`config.mk`:
```
export PLATFORM = sky130hd
export DESIGN_NAME = trivium_decrypt
export DESIGN_NICKNAME = d
export VERILOG_FILES = /design/src/rtl/trivium_decrypt.sv
export SDC_FILE = /design/constraint.sdc
export NUM_CORES = 1
export LEC_CHECK = 0
export ABC_AREA = 1
export CORE_UTILIZATION = 56
export CTS_BUF_LIST = sky130_fd_sc_hd__clkbuf_4 sky130_fd_sc_hd__clkbuf_8
export DETAILED_ROUTE_END_ITERATION = 10
export PLACE_DENSITY = 0.83
export SKIP_CTS_REPAIR_TIMING = 1
export SLEW_MARGIN = 20
export SYNTH_ARGS = -nofsm -noshare
export SYNTH_HDL_FRONTEND = slang
export SYNTH_SLANG_ARGS = --single-unit
```
`constraint.sdc`:
```
create_clock -name clk -period 1.9 [get_ports clk]
set_input_delay 0.57 -clock clk [delete_from_list [all_inputs] [get_ports clk]]
set_output_delay 0.57 -clock clk [all_outputs]
set_load 0.05 [all_outputs]
```
`src/rtl/trivium_decrypt.sv`:
```
// Bit-serial Trivium stream decryptor: key/IV load, warm-up, then one keystream bit per ciphertext bit.
// Optional delivered-bit counter enabled with `define TRIVIUM_DECRYPT_BITCOUNT_EN.
module trivium_decrypt #(
    parameter int unsigned WARMUP_CYCLES = 1152,
    parameter int unsigned CNT_W         = 32
) (
    input  logic             clk,
    input  logic             reset,
    input  logic             start,
    input  logic [79:0]      key,
    input  logic [79:0]      iv,
    output logic             busy,
    input  logic             ct_valid,
    input  logic             ct_data,
    output logic             ct_ready,
    output logic             pt_valid,
    output logic             pt_data,
    input  logic             pt_ready,
    output logic [CNT_W-1:0] bit_count
);

    localparam int unsigned WcW = (WARMUP_CYCLES > 2) ? $clog2(WARMUP_CYCLES) : 1;
    localparam logic [WcW-1:0] WcLast = WcW'((WARMUP_CYCLES == 0) ? 0 : WARMUP_CYCLES - 1);

    typedef enum logic [1:0] {StIdle, StLoad, StWarm, StRun} state_e;

    state_e           st_q, st_d;
    logic [287:0]     s_q, s_d;
    logic [WcW-1:0]   wcnt_q, wcnt_d;
    logic             busy_q, busy_d;
    logic             pv_q, pv_d;
    logic             pd_q, pd_d;

    // s_q[i-1] holds cipher state bit s_i.
    logic         t1, t2, t3, t1n, t2n, t3n, z;
    logic [287:0] s_step;
    logic         accept;

    always_comb begin
        t1     = s_q[65] ^ s_q[92];
        t2     = s_q[161] ^ s_q[176];
        t3     = s_q[242] ^ s_q[287];
        z      = t1 ^ t2 ^ t3;
        t1n    = t1 ^ (s_q[90] & s_q[91]) ^ s_q[170];
        t2n    = t2 ^ (s_q[174] & s_q[175]) ^ s_q[263];
        t3n    = t3 ^ (s_q[285] & s_q[286]) ^ s_q[68];
        s_step = {s_q[286:177], t2n, s_q[175:93], t1n, s_q[91:0], t3n};
    end

    assign ct_ready = (st_q == StRun) && (!pv_q || pt_ready);
    assign accept   = ct_valid && ct_ready;

    always_comb begin
        st_d   = st_q;
        s_d    = s_q;
        wcnt_d = wcnt_q;
        busy_d = busy_q;
        pv_d   = pv_q;
        pd_d   = pd_q;
        if (start) begin
            // Key/IV are captured here; the LOAD cycle then already holds the loaded state.
            st_d   = StLoad;
            s_d    = {3'b111, 108'b0, 4'b0, iv, 13'b0, key};
            wcnt_d = '0;
            busy_d = 1'b1;
            pv_d   = 1'b0;
        end else begin
            unique case (st_q)
                StIdle: ;
                StLoad: begin
                    wcnt_d = '0;
                    if (WARMUP_CYCLES == 0) begin
                        st_d   = StRun;
                        busy_d = 1'b0;
                    end else begin
                        st_d = StWarm;
                    end
                end
                StWarm: begin
                    s_d = s_step;
                    if (wcnt_q == WcLast) begin
                        st_d   = StRun;
                        busy_d = 1'b0;
                    end else begin
                        wcnt_d = wcnt_q + WcW'(1);
                    end
                end
                StRun: begin
                    if (accept) begin
                        s_d  = s_step;
                        pd_d = ct_data ^ z;
                        pv_d = 1'b1;
                    end else if (pv_q && pt_ready) begin
                        pv_d = 1'b0;
                    end
                end
                default: st_d = StIdle;
            endcase
        end
    end

    always_ff @(posedge clk) begin
        if (reset) begin
            st_q   <= StIdle;
            s_q    <= '0;
            wcnt_q <= '0;
            busy_q <= 1'b0;
            pv_q   <= 1'b0;
            pd_q   <= 1'b0;
        end else begin
            st_q   <= st_d;
            s_q    <= s_d;
            wcnt_q <= wcnt_d;
            busy_q <= busy_d;
            pv_q   <= pv_d;
            pd_q   <= pd_d;
        end
    end

    assign busy     = busy_q;
    assign pt_valid = pv_q;
    assign pt_data  = pd_q;

`ifdef TRIVIUM_DECRYPT_BITCOUNT_EN
    logic [CNT_W-1:0] cnt_q, cnt_d;

    always_comb begin
        cnt_d = cnt_q;
        if (start) begin
            cnt_d = '0;
        end else if (pv_q && pt_ready && (cnt_q != {CNT_W{1'b1}})) begin
            cnt_d = cnt_q + CNT_W'(1);
        end
    end

    always_ff @(posedge clk) begin
        if (reset) begin
            cnt_q <= '0;
        end else begin
            cnt_q <= cnt_d;
        end
    end

    assign bit_count = cnt_q;
`else
    assign bit_count = '0;
`endif

endmodule

```
==> results_dict.tcl <==
set metrics [dict create \
    cts_tree "done" \
    holdCritStartpoint "pt_ready" \
    core.rowCount 55 \
    grt_max_degree 82 \
    final_cell_mix "nor2_1, nand2_1, dfxtp_1" \
    avgSynthCellArea_um2 6.818 \
    maxSlewViolCount 0 \
    p_per_area_mw_per_mm2 919.9 \
    die_h_um 153.7 \
    grt_pass1_vias 11017 \
    cts.sinks 304 \
    design.core.area_mm2 0.02257 \
    dieArea_mm2 0.02362 \
    global_route.usage.met1_pct 32.35 \
    grt_pass1_wl_um 49650 \
    crit_required_ns 1.33 \
    fmax_mhz 508.6 \
    synth_flop_cell "dfxtp_1" \
    netlist_area_mm2 0.01289 \
    wl_per_cell_um 12.48 \
    holdPathStages 4 \
    violations "setup timing" \
    yosys_register_bits 304 \
    nets 2204 \
    num_io_pins 202 \
    root_buffer "clkbuf_8" \
    cp.arrival_ns 1.40 \
    start_util_pct 57.09 \
    clock_path_buffers 3 \
    clk-insertion-delay-late_ns 0.57 \
    criticalPathCategory "register to output pin" \
    status "finished with violations" \
    fin_crit_sh_pct 103.5 \
    overflow 0 \
    synth_edf_count 0 \
    antenna_found_initial 2 \
    gp_congestion 0.8507 \
    min_period_ns 1.966 \
    min_delay_worst_endpoint "pt_valid" \
    synthCells 1890 \
    min_path_type "primary input to register" \
    path_clk_slew_ns 0.06 \
    synth_async_sr_flop_share_pct 0 \
    synth_top_area_share_pct 47.23 \
    met2_usage_pct 40.39 \
    firstDrtPassIters 5 \
    setup_ws_ns -0.06631 \
    layout-drive-gt1-share_pct 7.948 \
    ff2ff_path_depth 7 \
    synth_top_area_cell "dfxtp_1" \
    max_cap_viol_count 0 \
    peakVddDrop_uv 474.7 \
    path_max_fanout 3 \
    rr_startpoint "st_q[0]" \
    dp_cells 2270 \
    p_leak_nw 7.387 \
    setup.worst_path.end_class "output pin" \
    cp-start-kind "register" \
    vias 12049 \
    ys_types 32 \
    final_cells 2362 \
    rsz0062_at_grt "yes" \
    cts_buffers 49 \
    ys_seq_area_share_pct 47.23 \
    drc 0 \
    final_core_util_pct 70.83 \
    synthTopCellsByArea "dfxtp_1, nor2_1, nand2_1" \
    grt_usage_pct 24.69 \
    syn_to_final_growth_pct 24.07 \
    setup_viol 1 \
    ff2ff_setup_slack_ns 0.24 \
    drtIter0Drc 870 \
    wirelength_um 29470 \
    final_common_cell "nor2_1" \
    fp.dieW_um 153.7 \
    cts-htree-levels 2 \
    busiest_layer "met2" \
    portBuffers 169 \
    use_met3_pct 4.791 \
    ant_nets 0 \
    hold_violations 0 \
    vias_per_cell 5.101 \
    skew_ns 0.02428 \
    r2r_end "s_q[286]" \
    synth_warnings 0 \
    dpl.hpwl_um 18770 \
]
==> kinds of logic after synthesis <==
logic type | after synthesis | synth area share, %
muxes | 1 | 0.07768
buffers and inverters | 183 | 7.321
DFF | 304 | 47.23
adders and majority gates | 1 | 0.09708
other | 1 | 0.02910
AOI/OAI and AO/OA | 316 | 12.45
and+or+nand+nor | 1078 | 32.39
xor gates and xnor gates | 6 | 0.4078
==> sequential cells by signal, indices dropped and copies added, names as in the netlist <==
register and cells:
pt_data 1, st_q 2, busy 1, wcnt_q 11, s_q 288, pt_valid 1
==> layout make-up <==
cell class / instances / area (µm²)
Timing Repair Buffer: 221 / 2351
Antenna cell: 1 / 2.502
Inverter: 27 / 107.6
Tap cell: 285 / 356.6
Clock buffer: 80 / 988.4
Multi-Input combinational cell: 1434 / 5986
Sequential cell: 304 / 6093
Fill cell: 1769 / 6584
Clock inverter: 10 / 102.6
==> metal layers <==
metal / share of wire [%] / vias up
li1: - / 6201
met1: 45 / 5438
met2: 47 / 348
met3: 6.2 / 60
met4: 2.3 / 2
met5: 0.037 / -
==> critical path, stage by stage (launching register included) <==
cell     delay (ns)
dfxtp_4        0.37
nand2_4        0.06
a21oi_4        0.15
buf_6          0.13
buf_12         0.12
==> how the worst max path moves through the flow <==
stage / startpoint / endpoint / slack (ns) / cells past startpoint
3_5_place_dp: pt_ready / s_q[197] / -0.25 / 9
3_3_place_gp: pt_ready / s_q[281] / -0.23 / 9
6_report: st_q[1] / ct_ready / -0.07 / 4
4_1_cts: st_q[0] / ct_ready / -0.23 / 4
2_1_floorplan: pt_ready / s_q[100] / 0.03 / 9
5_1_grt: st_q[1] / ct_ready / -0.12 / 4
==> power by group <==
part           switching [W]  leakage (nW)  internal [W]  total (W)
clock network        0.00252         0.584       0.00356    0.00607
logic               0.000991          4.31      0.000761    0.00175
registers           0.000170          2.49       0.00671    0.00688
==> metrics by stage <==
stage / power [W] / hold WS [ns] / instance area, µm² / setup TNS (ns) / setup WS, ns
2_1_floorplan: 0.008125 / 0.4376 / 13000 / 0 / 0.03251
3_3_place_gp: 0.008703 / 0.4471 / 14870 / -47.01 / -0.2280
3_5_place_dp: 0.008748 / 0.4532 / 14870 / -56.45 / -0.2545
4_1_cts: 0.01482 / 0.4429 / 15960 / -0.2331 / -0.2331
5_1_grt: 0.01537 / 0.4669 / 15990 / -0.1202 / -0.1202
6_report: 0.01471 / 0.4513 / 15990 / -0.06631 / -0.06631
==> cells in the mapped netlist, types with 2 or more instances <==
| master | number |
|---|---|
| a21oi_1 | 39 |
| buf_1 | 11 |
| buf_2 | 25 |
| buf_4 | 33 |
| buf_6 | 12 |
| clkbuf_1 | 74 |
| dfxtp_1 | 304 |
| inv_1 | 23 |
| inv_2 | 3 |
| nand2_1 | 454 |
| nand2_2 | 3 |
| nand2_4 | 2 |
| nand3_1 | 25 |
| nand3b_1 | 3 |
| nand4_1 | 2 |
| nor2_1 | 550 |
| nor3_1 | 36 |
| o21ai_0 | 266 |
| o21ai_1 | 5 |
| o21bai_1 | 4 |
| xnor2_1 | 2 |
| xor2_1 | 4 |
Note: power is estimated with default switching activity, not from simulation.
